$ cat src/rtl/sample_frame_buffer.sv
// -----------------------------------------------------------------------------
// sample_frame_buffer
//   Captures paired 12-bit ADC samples (channel 1 / channel 2), decimates them
//   (keeps 1 of every decimate+1 strobes), and queues the kept pairs in a
//   first-word-fall-through FIFO. The FIFO feeds the serial communicator one
//   24-bit word at a time over a valid/ready handshake. If a kept pair arrives
//   while the FIFO is full and nothing is being popped, the pair is dropped and
//   the sticky overflow flag is set.
//
// Optional build macro: SAMPLE_FRAME_BUFFER_TEST_PATTERN_EN
//   When defined, adds input test_mode. With test_mode=1 each kept pair is
//   replaced by an internal 12-bit ramp (ch1=ramp, ch2=~ramp).
//
// Ports:
//   clk            in   system clock
//   reset_n        in   asynchronous active-low reset
//   toggled_on     in   capture enable; low flushes the block
//   ch1_sample     in   [11:0] channel 1 ADC sample
//   ch2_sample     in   [11:0] channel 2 ADC sample
//   sample_valid   in   single-cycle strobe, both samples valid
//   decimate       in   [DEC_W-1:0] keep 1 of every decimate+1 strobes
//   clear_overflow in   clears the overflow flag
//   test_mode      in   (macro only) substitute ramp for ADC samples
//   data           out  [23:0] head word, [23:12]=ch2, [11:0]=ch1
//   data_valid     out  head word available
//   data_ready     in   consumer accepts head word
//   level          out  [$clog2(DEPTH):0] entries stored
//   overflow       out  sticky: a kept sample was dropped
// -----------------------------------------------------------------------------
module sample_frame_buffer #(
  parameter int DEPTH = 16,
  parameter int DEC_W = 8
) (
  input  logic                     clk,
  input  logic                     reset_n,
  input  logic                     toggled_on,
  input  logic [11:0]              ch1_sample,
  input  logic [11:0]              ch2_sample,
  input  logic                     sample_valid,
  input  logic [DEC_W-1:0]         decimate,
  input  logic                     clear_overflow,
`ifdef SAMPLE_FRAME_BUFFER_TEST_PATTERN_EN
  input  logic                     test_mode,
`endif
  output logic [23:0]              data,
  output logic                     data_valid,
  input  logic                     data_ready,
  output logic [$clog2(DEPTH):0]   level,
  output logic                     overflow
);

  localparam int AW    = $clog2(DEPTH);
  localparam int PTR_W = AW + 1;

  logic [23:0]      r_mem [DEPTH];
  logic [PTR_W-1:0] r_wptr;
  logic [PTR_W-1:0] r_rptr;
  logic [DEC_W-1:0] r_dec_cnt;
  logic             r_overflow;
  logic             r_on_d;

  logic             w_strobe;
  logic             w_keep;
  logic             w_full;
  logic             w_empty;
  logic             w_pop;
  logic             w_push;
  logic             w_drop;
  logic             w_on_fall;
  logic [23:0]      w_word;

  assign w_strobe  = sample_valid && toggled_on;
  assign w_keep    = w_strobe && (r_dec_cnt == '0);
  assign w_empty   = (r_wptr == r_rptr);
  // Pointers carry one extra wrap bit: equal low bits with differing MSBs
  // means the write pointer is a full lap ahead.
  assign w_full    = (r_wptr[AW] != r_rptr[AW]) &&
                     (r_wptr[AW-1:0] == r_rptr[AW-1:0]);
  assign w_pop     = !w_empty && data_ready && toggled_on;
  // When full, a push is only accepted if the head slot is freed this cycle.
  assign w_push    = w_keep && (!w_full || w_pop);
  assign w_drop    = w_keep && w_full && !w_pop;
  assign w_on_fall = r_on_d && !toggled_on;

`ifdef SAMPLE_FRAME_BUFFER_TEST_PATTERN_EN
  logic [11:0] r_ramp;

  always_ff @(posedge clk or negedge reset_n) begin
    if (!reset_n) begin
      r_ramp <= '0;
    end else if (!toggled_on) begin
      r_ramp <= '0;
    end else if (w_keep && test_mode) begin
      r_ramp <= r_ramp + 12'd1;
    end
  end

  assign w_word = test_mode ? {~r_ramp, r_ramp} : {ch2_sample, ch1_sample};
`else
  assign w_word = {ch2_sample, ch1_sample};
`endif

  // Decimation counter: the >= compare lets a smaller new ratio take effect
  // on the very next strobe.
  always_ff @(posedge clk or negedge reset_n) begin
    if (!reset_n) begin
      r_dec_cnt <= '0;
    end else if (!toggled_on) begin
      r_dec_cnt <= '0;
    end else if (w_strobe) begin
      r_dec_cnt <= (r_dec_cnt >= decimate) ? '0 : r_dec_cnt + DEC_W'(1);
    end
  end

  // Storage needs no reset: the read side masks it until a word is written.
  always_ff @(posedge clk) begin
    if (w_push) begin
      r_mem[r_wptr[AW-1:0]] <= w_word;
    end
  end

  always_ff @(posedge clk or negedge reset_n) begin
    if (!reset_n) begin
      r_wptr <= '0;
      r_rptr <= '0;
    end else if (!toggled_on) begin
      r_wptr <= '0;
      r_rptr <= '0;
    end else begin
      if (w_push) r_wptr <= r_wptr + PTR_W'(1);
      if (w_pop)  r_rptr <= r_rptr + PTR_W'(1);
    end
  end

  // A drop in the same cycle as a clear request leaves the flag set.
  always_ff @(posedge clk or negedge reset_n) begin
    if (!reset_n) begin
      r_overflow <= 1'b0;
      r_on_d     <= 1'b0;
    end else begin
      r_on_d <= toggled_on;
      if (w_drop) begin
        r_overflow <= 1'b1;
      end else if (clear_overflow || w_on_fall) begin
        r_overflow <= 1'b0;
      end
    end
  end

  assign data_valid = !w_empty;
  assign data       = w_empty ? 24'd0 : r_mem[r_rptr[AW-1:0]];
  assign level      = r_wptr - r_rptr;
  assign overflow   = r_overflow;

endmodule
$ cat config.mk
export PLATFORM = sky130hd
export DESIGN_NAME = sample_frame_buffer
export DESIGN_NICKNAME = d
export VERILOG_FILES = /design/src/rtl/sample_frame_buffer.sv
export SDC_FILE = /design/constraint.sdc
export NUM_CORES = 1
export LEC_CHECK = 0
export BUFFER_PORTS_ARGS = -buffer_cell sky130_fd_sc_hd__buf_4
export CORE_UTILIZATION = 69
export CTS_BUF_LIST = sky130_fd_sc_hd__clkbuf_4 sky130_fd_sc_hd__clkbuf_8
export DETAILED_ROUTE_END_ITERATION = 10
export GPL_TIMING_DRIVEN = 0
export PLACE_DENSITY_LB_ADDON = 0.2
export REMOVE_ABC_BUFFERS = 1
export SLEW_MARGIN = 20
export SYNTH_ARGS = -nofsm -noshare
export SYNTH_HDL_FRONTEND = slang
export SYNTH_SLANG_ARGS = --single-unit
$ cat constraint.sdc
create_clock -name clk -period 9.55 [get_ports clk]
set_input_delay 0.4775 -clock clk [delete_from_list [all_inputs] [get_ports clk]]
set_output_delay 0.4775 -clock clk [all_outputs]
set_load 0.05 [all_outputs]
==> out/results.ini <==
[timing]
setup_viol = 0
rsz0062_at_grt = false
min_period_ns = 4.39
slew-limit-headroom_pct = 40.5
postLayoutSetupSlackWorst_ns = 5.16
tns_ns = 0
max_freq_mhz = 228
tightest_slew_ns = 0.890
timing.final.crit_share_pct = 45.9
whs_ns = 0.0780
clock-skew-final_ns = 0.0215
hold_violations = 0
maxSlewViolCount = 0

[clock_network]
clock_latency_ns = 0.61
cts_tree = done
clk_pin_slew_ns = 0.06
root_buffer = clkbuf_8
cts.sinks = 404
htreeDepth = 2
post_cts_buffers = 0
clk_path_buf_depth = 3
numCtsBuffers = 58

[logic_synthesis]
synth_commonest_cells = edfxtp_1, mux4_2, mux2i_1
synth_edf_count = 384
synth_top_area_share_pct = 71.9
synth_top_area_cell = edfxtp_1
syn_inst = 762
synth-main-ff-cell = edfxtp_1
yosysWarnings = 0
syn_area_um2 = 16000
synth_cell_types = 48
syn_area_per_cell_um2 = 21.1
synth-seq-area-share_pct = 75.0
synth_seq_cells = 404
synthTopCellsByArea = edfxtp_1, mux4_2, dfrtp_1
synth_most_common_cell = edfxtp_1
async_flop_share_pct = 4.95

[routing]
dr.pass1.iters = 5
routedWlPerCell_um = 28.2
drt_wl_total_mm = 34.3
vias = 8121
drt_iter0_drc = 728
post-route-drc-count = 0
via_per_inst = 6.68
postRouteAntennaNets = 0

[finish]
nNetsFinal = 942
syn2layout_area_growth_pct = 15.6
drive_gt1_share_pct = 33.0
design_area_um2 = 18600
diodes = 0

[floorplanning]
die-area_um2 = 23900
io_pins = 69
fp.coreArea_um2 = 22700
start_util_pct = 70.7
num_rows = 55
die_w_um = 154
die_h_um = 154

[worst_setup_path]
path_class = reg2out
end_kind = primary output
cp.required_ns = 9.07
worstSetupStartpointType = flip-flop
r2r_cells = 9
critPathMaxFanout = 50
critPathArrivalTime_ns = 3.91

[grt]
grt.met2_usage_pct = 50.6
grt-busiest-layer = met2
grt_pass1_vias = 8585
antenna_found_initial = 0
overflow = 0
grt_util_all_layers_pct = 30.3
grtUsageMet3_pct = 5.44
grt_pass1_wl_mm = 51.2
grt_max_degree = 51
grt_use_met1_pct = 40.6

[power]
p_per_area_nw_per_um2 = 221
p_leak_nw = 6.43
vdd_drop_max_uv = 313

[worst_hold_path]
hold_path_class = in2reg
whs_path_depth = 1

[placement]
port-buffer-count = 68
routabilityCongestion = 0.776
dpl_worst_slack_ns = 5.59
hpwl_mm = 20.6
placed_cell_area_um2 = 17400

[run]
drv_cap = 0

[outcome]
status = finished, final reports clean

==> cells in the final DEF, fill, tap and decap left out, types with 5 or more instances in the layout <==
master	netlist	layout
clkinv_1	1	23
o21ai_0	5	5
ha_1	19	19
dfrtp_1	20	18
nand4_1	5	5
inv_1	16	16
mux2i_1	49	49
nand2_1	17	15
clkinv_2	0	9
edfxtp_1	384	384
nor2_4	0	12
a21oi_1	10	10
nand2b_1	6	6
clkbuf_8	0	59
xnor2_1	6	6
nor2_1	26	14
clkbuf_4	0	12
buf_16	0	16
mux4_2	96	96
buf_4	1	76
o22ai_1	24	24
==> stage by stage <==
step	std cells	utilization, %	power (mW)
2_1_floorplan	726	-	2.60
3_3_place_gp	1079	73.6	2.81
3_5_place_dp	1108	76.7	2.80
4_1_cts	1216	81.7	4.12
5_1_grt	1216	81.7	4.23
6_report	1216	81.7	4.10
==> cell type report <==
class | count | area, um^2
flip-flops and latches | 404 | 12000
fillers | 1026 | 4150
multi-input cells | 304 | 3870
repair buffers | 98 | 1090
clock buffers | 71 | 902
well taps | 285 | 357
clock inverters | 36 | 233
inverters | 18 | 70.1
==> power by group <==
part | total [mW] | switching [mW] | internal, mW
registers | 1.99 | 0.0329 | 1.96
clock network | 1.34 | 0.633 | 0.703
logic | 0.773 | 0.448 | 0.326
==> per-layer routing <==
metal	part of all wire, %	vias to the layer above
li1	-	3402
met1	37	4169
met2	52	459
met3	8.3	91
met4	2.9	0
met5	0	-
==> path summary, 6_finish.rpt <==
kind                                       startpoint                      to  slack, ns
worst max-delay path            r_rptr[1]$_DFFE_PN0P_                 data[6]       5.16
worst min-delay path                       toggled_on        r_on_d$_DFF_PN0_       0.08
worst max register to register  r_rptr[1]$_DFFE_PN0P_  r_mem[0][15]$_DFFE_PP_       5.50
worst min register to register       r_on_d$_DFF_PN0_    overflow$_DFFE_PN0P_       0.56
max in group asynchronous                     reset_n   r_rptr[0]$_DFFE_PN0P_       8.99
min in group asynchronous                     reset_n   r_wptr[1]$_DFFE_PN0P_       0.30
==> kinds of logic after synthesis <==
family	count (synthesis)	share of synthesized area [%]
adder cells (fa/ha/maj)	20	1.61
AO/OA/AOI/OAI	54	2.27
XOR/XNOR	9	0.491
flip-flops	404	75.0
AND/OR/NAND/NOR	75	2.43
buffers and inverters	54	1.62
multiplexers	146	16.6
==> critical path, cell delays in order, from the launching register on <==
cell     delay, ns
dfrtp_4       0.92
inv_1         0.24
ha_1          0.35
and4_1        0.23
nand2_1       0.17
nand2_2       0.55
o22ai_1       0.56
buf_4         0.28
==> state kept, by name (all words and copies together) (netlist names) <==
register   cells
r_on_d         1
overflow       1
r_dec_cnt      8
r_wptr         5
r_rptr         5
r_mem        384
==> timing repair <==
item                                   CTS  global route
resized for setup                        0             0
hold buffers                             1             0
endpoints found under the hold margin   20             0
No activity file was read; power rests on OpenSTA's default activity.
